### config.mk
export PLATFORM = sky130hd
export DESIGN_NAME = ps2_key_decoder
export DESIGN_NICKNAME = d
export VERILOG_FILES = /design/src/rtl/ps2_pkg.sv /design/src/rtl/ps2_rx_frame.sv /design/src/rtl/ps2_key_decoder.sv
export SDC_FILE = /design/constraint.sdc
export NUM_CORES = 1
export LEC_CHECK = 0
export CORE_UTILIZATION = 45
export DETAILED_ROUTE_END_ITERATION = 8
export HOLD_SLACK_MARGIN = 0.15
export PLACE_DENSITY = 0.69
export SLEW_MARGIN = 20
export SYNTH_ARGS = -nofsm -noshare
export SYNTH_HDL_FRONTEND = slang
export SYNTH_HIERARCHICAL = 1
export SYNTH_SLANG_ARGS = --single-unit
### constraint.sdc
create_clock -name CLK100MHz -period 3.85 [get_ports CLK100MHz]
set_input_delay 0.5775 -clock CLK100MHz [delete_from_list [all_inputs] [get_ports CLK100MHz]]
set_output_delay 0.5775 -clock CLK100MHz [all_outputs]
set_load 0.01 [all_outputs]
### src/rtl/ps2_pkg.sv
// ----------------------------------------------------------------------------
// ps2_pkg
// Shared definitions for the PS/2 keyboard front end:
//   - scan-code constants for the E0/F0 prefixes and the four arrow keys
//   - receive-frame FSM state type
//   - packed arrow-flag record used by the optional held arrow outputs
//   - is_prefix() helper used by the key decoder
// ----------------------------------------------------------------------------
package ps2_pkg;

  localparam logic [7:0] PS2_EXT   = 8'hE0;
  localparam logic [7:0] PS2_BRK   = 8'hF0;
  localparam logic [7:0] PS2_UP    = 8'h75;
  localparam logic [7:0] PS2_DOWN  = 8'h72;
  localparam logic [7:0] PS2_LEFT  = 8'h6B;
  localparam logic [7:0] PS2_RIGHT = 8'h74;

  typedef enum logic [1:0] {
    IDLE   = 2'd0,
    DATA   = 2'd1,
    PARITY = 2'd2,
    STOP   = 2'd3
  } rx_state_e;

  typedef struct packed {
    logic up;
    logic down;
    logic left;
    logic right;
  } arrow_flags_t;

  // E0 and F0 only modify the following byte; they are never events.
  function automatic logic is_prefix(input logic [7:0] code);
    return (code == PS2_EXT) || (code == PS2_BRK);
  endfunction

endpackage : ps2_pkg

### src/rtl/ps2_rx_frame.sv
// ----------------------------------------------------------------------------
// ps2_rx_frame
// Receives 11-bit device-to-host PS/2 frames (start, 8 data LSB-first, odd
// parity, stop). Both raw pins are synchronised and glitch-filtered; the
// falling edge of the filtered clock is the only sample event.
//
// Ports:
//   CLK100MHz   in   system clock
//   reset       in   synchronous, active-high reset
//   ps2_clk_i   in   raw PS/2 clock pin (asynchronous)
//   ps2_data_i  in   raw PS/2 data pin (asynchronous)
//   byte_rdy_o  out  one-cycle pulse: byte_o holds a correctly framed byte
//   byte_o      out  last shifted-in data byte
//   err_o       out  one-cycle pulse: parity/stop error or in-frame timeout
//
// byte_rdy_o and err_o are combinational in the STOP-sample cycle so the
// consumer's output register lands exactly one cycle after that sample.
// ----------------------------------------------------------------------------
module ps2_rx_frame
  import ps2_pkg::*;
#(
  parameter int FILTER_LEN     = 8,
  parameter int TIMEOUT_CYCLES = 200000
) (
  input  logic       CLK100MHz,
  input  logic       reset,
  input  logic       ps2_clk_i,
  input  logic       ps2_data_i,
  output logic       byte_rdy_o,
  output logic [7:0] byte_o,
  output logic       err_o
);

  localparam int FCW = (FILTER_LEN > 1) ? $clog2(FILTER_LEN) : 1;
  localparam int TCW = (TIMEOUT_CYCLES > 1) ? $clog2(TIMEOUT_CYCLES) : 1;
  localparam logic [FCW-1:0] FILT_MAX = FCW'(FILTER_LEN - 1);
  localparam logic [TCW-1:0] TMO_MAX  = TCW'(TIMEOUT_CYCLES - 1);

  // index 0 = clock line, index 1 = data line
  logic [1:0] raw_pins;
  logic [1:0] filt;

  assign raw_pins = {ps2_data_i, ps2_clk_i};

  // --------------------------------------------------------------------------
  // Synchroniser + stability filter per line. The filtered value only moves
  // after FILTER_LEN consecutive synchronised samples disagree with it; any
  // agreeing sample reloads the counter, so short glitches are discarded.
  // --------------------------------------------------------------------------
  for (genvar g = 0; g < 2; g++) begin : g_filt
    logic           sync1_q;
    logic           sync2_q;
    logic           filt_q;
    logic [FCW-1:0] cnt_q;

    // NOTE: clocked state is always assigned with <= so every flop samples
    // the pre-edge values of its neighbours regardless of statement order.
    always_ff @(posedge CLK100MHz) begin
      if (reset) begin
        sync1_q <= 1'b1;
        sync2_q <= 1'b1;
        filt_q  <= 1'b1;
        cnt_q   <= '0;
      end else begin
        sync1_q <= raw_pins[g];
        sync2_q <= sync1_q;
        if (sync2_q == filt_q) begin
          cnt_q <= '0;
        end else if (cnt_q == FILT_MAX) begin
          filt_q <= sync2_q;
          cnt_q  <= '0;
        end else begin
          cnt_q <= cnt_q + 1'b1;
        end
      end
    end

    assign filt[g] = filt_q;
  end

  // --------------------------------------------------------------------------
  // Falling-edge detect on the filtered clock
  // --------------------------------------------------------------------------
  logic clk_prev_q;
  logic sample;
  logic data_f;

  always_ff @(posedge CLK100MHz) begin
    if (reset) clk_prev_q <= 1'b1;
    else       clk_prev_q <= filt[0];
  end

  assign sample = clk_prev_q & ~filt[0];
  assign data_f = filt[1];

  // --------------------------------------------------------------------------
  // Frame FSM
  // --------------------------------------------------------------------------
  rx_state_e      state_q,   state_d;
  logic [2:0]     bit_cnt_q, bit_cnt_d;
  logic [7:0]     shift_q,   shift_d;
  logic           parity_q,  parity_d;
  logic [TCW-1:0] tmo_q,     tmo_d;

  always_ff @(posedge CLK100MHz) begin
    if (reset) begin
      state_q   <= IDLE;
      bit_cnt_q <= '0;
      shift_q   <= '0;
      parity_q  <= 1'b0;
      tmo_q     <= '0;
    end else begin
      state_q   <= state_d;
      bit_cnt_q <= bit_cnt_d;
      shift_q   <= shift_d;
      parity_q  <= parity_d;
      tmo_q     <= tmo_d;
    end
  end

  always_comb begin
    // NOTE: every signal written here gets a default first; a path that left
    // one unassigned would infer a latch.
    state_d    = state_q;
    bit_cnt_d  = bit_cnt_q;
    shift_d    = shift_q;
    parity_d   = parity_q;
    byte_rdy_o = 1'b0;
    err_o      = 1'b0;

    // Idle time is only measured while a frame is open.
    if (sample || (state_q == IDLE)) tmo_d = '0;
    else                             tmo_d = tmo_q + 1'b1;

    if (sample) begin
      unique case (state_q)
        IDLE: begin
          if (!data_f) begin
            state_d   = DATA;
            bit_cnt_d = '0;
          end
        end
        DATA: begin
          shift_d   = {data_f, shift_q[7:1]};
          bit_cnt_d = bit_cnt_q + 1'b1;
          if (bit_cnt_q == 3'd7) state_d = PARITY;
        end
        PARITY: begin
          parity_d = data_f;
          state_d  = STOP;
        end
        STOP: begin
          // Odd parity over data+parity, and stop must be high.
          if (data_f && ((^shift_q) ^ parity_q)) byte_rdy_o = 1'b1;
          else                                   err_o      = 1'b1;
          state_d = IDLE;
        end
        default: state_d = IDLE;
      endcase
    end else if ((state_q != IDLE) && (tmo_q == TMO_MAX)) begin
      state_d = IDLE;
      err_o   = 1'b1;
    end
  end

  assign byte_o = shift_q;

endmodule : ps2_rx_frame

### src/rtl/ps2_key_decoder.sv
// ----------------------------------------------------------------------------
// ps2_key_decoder
// PS/2 keyboard front end: receives frames via ps2_rx_frame and folds the
// E0 (extended) / F0 (break) prefix bytes into single key events.
//
// Ports:
//   CLK100MHz    in   system clock
//   reset        in   synchronous, active-high reset
//   ps2_clk      in   raw PS/2 clock pin
//   ps2_data     in   raw PS/2 data pin
//   key_valid    out  one-cycle pulse per complete key event
//   key_code     out  final scan byte of the event (held)
//   key_ext      out  event was E0-prefixed (held)
//   key_release  out  event was F0-prefixed (held)
//   frame_err    out  one-cycle pulse on parity/stop error or timeout
//   arrow_up/down/left/right  out  held key-down flags for the extended
//                                  arrow keys; present only when the macro
//                                  PS2_ARROW_FLAGS_EN is defined
// ----------------------------------------------------------------------------
module ps2_key_decoder
  import ps2_pkg::*;
#(
  parameter int FILTER_LEN     = 8,
  parameter int TIMEOUT_CYCLES = 200000
) (
  input  logic       CLK100MHz,
  input  logic       reset,
  input  logic       ps2_clk,
  input  logic       ps2_data,
  output logic       key_valid,
  output logic [7:0] key_code,
  output logic       key_ext,
  output logic       key_release,
  output logic       frame_err
`ifdef PS2_ARROW_FLAGS_EN
  ,
  output logic       arrow_up,
  output logic       arrow_down,
  output logic       arrow_left,
  output logic       arrow_right
`endif
);

  logic       rx_rdy;
  logic [7:0] rx_byte;
  logic       rx_err;

  ps2_rx_frame #(
    .FILTER_LEN     (FILTER_LEN),
    .TIMEOUT_CYCLES (TIMEOUT_CYCLES)
  ) u_rx (
    .CLK100MHz  (CLK100MHz),
    .reset      (reset),
    .ps2_clk_i  (ps2_clk),
    .ps2_data_i (ps2_data),
    .byte_rdy_o (rx_rdy),
    .byte_o     (rx_byte),
    .err_o      (rx_err)
  );

  // --------------------------------------------------------------------------
  // Prefix decode and output registers
  // --------------------------------------------------------------------------
  logic       key_valid_q,   key_valid_d;
  logic       frame_err_q,   frame_err_d;
  logic [7:0] key_code_q,    key_code_d;
  logic       key_ext_q,     key_ext_d;
  logic       key_release_q, key_release_d;
  logic       ext_pend_q,    ext_pend_d;
  logic       rel_pend_q,    rel_pend_d;

  always_ff @(posedge CLK100MHz) begin
    if (reset) begin
      key_valid_q   <= 1'b0;
      frame_err_q   <= 1'b0;
      key_code_q    <= 8'h00;
      key_ext_q     <= 1'b0;
      key_release_q <= 1'b0;
      ext_pend_q    <= 1'b0;
      rel_pend_q    <= 1'b0;
    end else begin
      key_valid_q   <= key_valid_d;
      frame_err_q   <= frame_err_d;
      key_code_q    <= key_code_d;
      key_ext_q     <= key_ext_d;
      key_release_q <= key_release_d;
      ext_pend_q    <= ext_pend_d;
      rel_pend_q    <= rel_pend_d;
    end
  end

  always_comb begin
    key_valid_d   = 1'b0;
    frame_err_d   = rx_err;
    key_code_d    = key_code_q;
    key_ext_d     = key_ext_q;
    key_release_d = key_release_q;
    ext_pend_d    = ext_pend_q;
    rel_pend_d    = rel_pend_q;

    // rx_err and rx_rdy are mutually exclusive, so the two pulses never
    // coincide. An error discards any half-received prefix sequence.
    if (rx_err) begin
      ext_pend_d = 1'b0;
      rel_pend_d = 1'b0;
    end else if (rx_rdy) begin
      if (rx_byte == PS2_EXT) begin
        ext_pend_d = 1'b1;
      end else if (rx_byte == PS2_BRK) begin
        rel_pend_d = 1'b1;
      end else begin
        key_valid_d   = 1'b1;
        key_code_d    = rx_byte;
        key_ext_d     = ext_pend_q;
        key_release_d = rel_pend_q;
        ext_pend_d    = 1'b0;
        rel_pend_d    = 1'b0;
      end
    end
  end

  assign key_valid   = key_valid_q;
  assign frame_err   = frame_err_q;
  assign key_code    = key_code_q;
  assign key_ext     = key_ext_q;
  assign key_release = key_release_q;

`ifdef PS2_ARROW_FLAGS_EN
  // --------------------------------------------------------------------------
  // Held arrow flags: updated on the same edge that raises key_valid, using
  // the pending prefix state the event is built from. Repeated makes simply
  // rewrite a 1.
  // --------------------------------------------------------------------------
  arrow_flags_t arrows_q, arrows_d;

  always_ff @(posedge CLK100MHz) begin
    if (reset) arrows_q <= '0;
    else       arrows_q <= arrows_d;
  end

  always_comb begin
    arrows_d = arrows_q;
    if (rx_rdy && !rx_err && !is_prefix(rx_byte) && ext_pend_q) begin
      unique case (rx_byte)
        PS2_UP:    arrows_d.up    = ~rel_pend_q;
        PS2_DOWN:  arrows_d.down  = ~rel_pend_q;
        PS2_LEFT:  arrows_d.left  = ~rel_pend_q;
        PS2_RIGHT: arrows_d.right = ~rel_pend_q;
        default:   arrows_d = arrows_q;
      endcase
    end
  end

  assign arrow_up    = arrows_q.up;
  assign arrow_down  = arrows_q.down;
  assign arrow_left  = arrows_q.left;
  assign arrow_right = arrows_q.right;
`endif

endmodule : ps2_key_decoder

==> results.py <==
metrics = {
    "timing": {
        "fmax_ghz": 0.393,
        "setup_viol": 0,
        "hold_violations": 0,
        "rsz0062_at_grt": "false",
        "max_slew_margin_pct": 56.6,
        "min_period_over_period_pct": 66.1,
        "worst_pin_slew_ns": 0.645,
        "setup-tns-final_ns": 0,
        "finClkSkew_ns": 0.00811,
        "hold-worst-slack_ns": 0.409,
        "drv_slew": 0,
        "min_period_ns": 2.55,
    },
    "critical_path": {
        "cp_top_family": "XOR/XNOR gates",
        "path_cells": "xnor2_1 > xnor3_1 > xnor2_1 > nand2_1 > nor2_1 > nand2b_4 > a31oi_4 > mux2i_1",
        "reg2reg_depth": 8,
        "crit_required_ns": 4.11,
        "slowest_delay_ns": 0.51,
        "path_class": "register to register",
        "slowest_stage": "dfxtp_1",
        "crit_fanout": 10,
        "timing.critical_path.to": "key_ext",
        "startpoint_type": "register",
        "ff2ff_setup_slack_ns": 1.30,
        "path_buf_inv": 0,
        "reg2reg_to": "key_ext",
        "cp-end-kind": "register",
        "cp.arrival_ns": 2.81,
        "cpMostUsedCell": "xnor2_1",
        "worstSetupPathDepth": 8,
        "worstReg2RegStart": "u_rx/byte_o[7]",
        "crit_start": "u_rx/byte_o[7]",
    },
    "yosys": {
        "synth.distinct_cells": 45,
        "postSynthAreaPerCell_sq_um": 9.77,
        "syn_nets": 282,
        "synth_warnings": 6,
        "yosysSeqAreaShare_pct": 45.5,
        "mappedNetlistArea_sq_um": 2600,
        "synth_cells": 266,
        "synth-seq-cells": 59,
    },
    "placement": {
        "portBuffers": 15,
        "dp.cells": 347,
        "post-dp-hpwl_mm": 2.96,
        "dpl-instance-area_sq_um": 2820,
        "place_congestion": 0.813,
    },
    "detailed_routing": {
        "route.met2.wl_mm": 2.03,
        "wirelength_mm": 4.33,
        "drt_iter0_markers": 86,
        "topRoutingLayerUsed": "met4",
        "routed_via_density": 4.95,
        "first_pass_iters": 4,
        "ant_nets": 0,
        "route.detailed.drc": 0,
        "met3_length_microns": 154,
        "avgRoutedWirePerCell_microns": 11.9,
        "via_count": 1797,
        "drt-met1-wl_mm": 2.09,
    },
    "grt": {
        "grt_start_max_net_pins": 19,
        "grt_pass1_vias": 1754,
        "antenna_found_initial": 0,
        "grt_usage_pct": 16.4,
        "grt-ovfl-total": 0,
        "grt_pass1_wl_mm": 7.72,
    },
    "die": {
        "rows": 27,
        "initial_utilization_pct": 46.9,
        "dieArea_sq_um": 6080,
        "core-area_sq_um": 5540,
        "die_height_microns": 78.0,
        "dieWidth_microns": 78.0,
        "io_pins": 16,
    },
    "power_and_ir_drop": {
        "p_leak_uw": 0.00112,
        "ir_drop_mv": 0.434,
        "power_density_nw_per_um2": 428,
    },
    "cts": {
        "cts_tree": "done",
        "numCtsBuffers": 9,
        "cts-root-buf": "clkbuf_8",
        "cts_sinks": 59,
        "path_clk_slew_ns": 0.07,
        "hold_buffers": 0,
        "cts_buffer_depth": 2,
        "insertion_delay_ns": 0.33,
        "htreeDepth": 3,
        "cts_resized": 0,
        "post_cts.repair.setup_buffers": 0,
    },
    "outcome": {
        "status": "finished, final reports clean",
    },
    "cells_and_area": {
        "antenna_cells": 0,
        "final_area_sq_um": 3060,
        "area_delta_synth_final_pct": 17.9,
        "mostFrequentLayoutCells": "dfxtp_1, nor2_1, nand2_1, clkdlybuf4s50_1",
        "layout_commonest_cell": "dfxtp_1",
        "finalNonFillerCells": 363,
        "finalNetCount": 302,
        "drive_above_1_share_pct": 11.3,
    },
    "flow_run": {
        "drv_cap": 0,
    },
    "min_path": {
        "hold_class": "register to register",
    },
}
per-layer routing:
metal	global-route usage, %	vias up
li1	-	948
met1	19.1	822
met2	26.6	22
met3	6.82	5
met4	6.30	0
met5	0	-
sequential cells by signal (all words and copies together), names as in the netlist, 2 cells and up:
signal,cells
u_rx/byte_o,8
u_rx/g_filt.cnt_q,6
u_rx/g_filt.sync1_q,2
u_rx/state_q,2
key_code,8
u_rx/g_filt.sync2_q,2
u_rx/bit_cnt_q,3
u_rx/tmo_q,18
metrics by stage:
step	total power (uW)	worst slack, ns	util, %
4_1_cts	1330	1.29	55.3
2_1_floorplan	636	1.56	-
3_5_place_dp	643	1.32	50.9
6_report	1310	1.30	55.3
5_1_grt	1360	1.10	55.3
3_3_place_gp	643	1.40	50.9
cell usage after synthesis, drive strengths merged:
library cell  count  area (sq um)
or4               1          11.3
clkbuf            7          26.3
mux2i            13           130
dfxtp            59          1180
or4b              1          10.0
o221a             1          11.3
or2               6          37.5
nand2            23          86.3
a32oi             1          8.76
nor4              3          18.8
nor3b             2          15.0
or3               1          6.26
inv              10          37.5
a211o             2          17.5
a221o             1          10.0
nor3              4          20.0
o22ai             1          6.26
buf               1          5.00
a2111oi           2          42.5
or3b              4          35.0
nor4bb            1          10.0
nand3            12          72.6
mux2              1          11.3
nor2b             4          25.0
ha               12           150
a31o              1          8.76
and3              2          13.8
a31oi             1          21.3
a21oi             8          40.0
and4              3          26.3
xnor3             1          22.5
nor2             34           128
o31ai             1          21.3
nand4             3          18.8
and4bb            1          16.3
xnor2            13           114
o21ai             7          35.0
nand2b            2          20.0
and2              5          31.3
xor2             11          96.3
cells by family (layout without fill, tap and decap cells):
group	count (synthesis)	count (layout)	share of synthesized area [%]
fa+ha+maj	12	12	5.78
compound gates	26	26	8.57
mux	14	14	5.44
xor+xnor	25	25	8.96
simple gates	112	112	23.2
buf+inv	18	43	2.65
flops	59	59	45.5
where the power goes:
group	leakage [uW]	switching [uW]	total (uW)	internal, uW
clock	0.000123	235	681	446
combinational	0.000522	9.11	15.4	6.34
sequential	0.000476	1.05	614	613
worst register-to-register path, stage by stage (launching register included):
cell and delay [ns]:
dfxtp_1 0.51, xnor2_1 0.19, xnor3_1 0.35, xnor2_1 0.17, nand2_1 0.09, nor2_1 0.45, nand2b_4 0.15, a31oi_4 0.35
mux2i_1 0.23
layout make-up:
type | count | area, sq um
Clock buffer | 11 | 141
Clock inverter | 5 | 100
Fill cell | 520 | 2480
Inverter | 10 | 37.5
Multi-Input combinational cell | 189 | 1350
Sequential cell | 59 | 1180
Tap cell | 72 | 90.1
Timing Repair Buffer | 17 | 165
worst min-delay path by stage:
stage,depth (start not counted),endpoint,start
final,1,u_rx/g_filt[0].sync2_q,u_rx/g_filt[0].sync1_q
after CTS,1,u_rx/g_filt[1].sync2_q,u_rx/g_filt[1].sync1_q
after floorplan,1,u_rx/g_filt[0].sync2_q,u_rx/g_filt[0].sync1_q
after global placement,1,u_rx/g_filt[0].sync2_q,u_rx/g_filt[0].sync1_q
after detailed placement,1,u_rx/g_filt[0].sync2_q,u_rx/g_filt[0].sync1_q
after global routing,1,u_rx/g_filt[0].sync2_q,u_rx/g_filt[0].sync1_q
(Power assumes the default switching activity.)
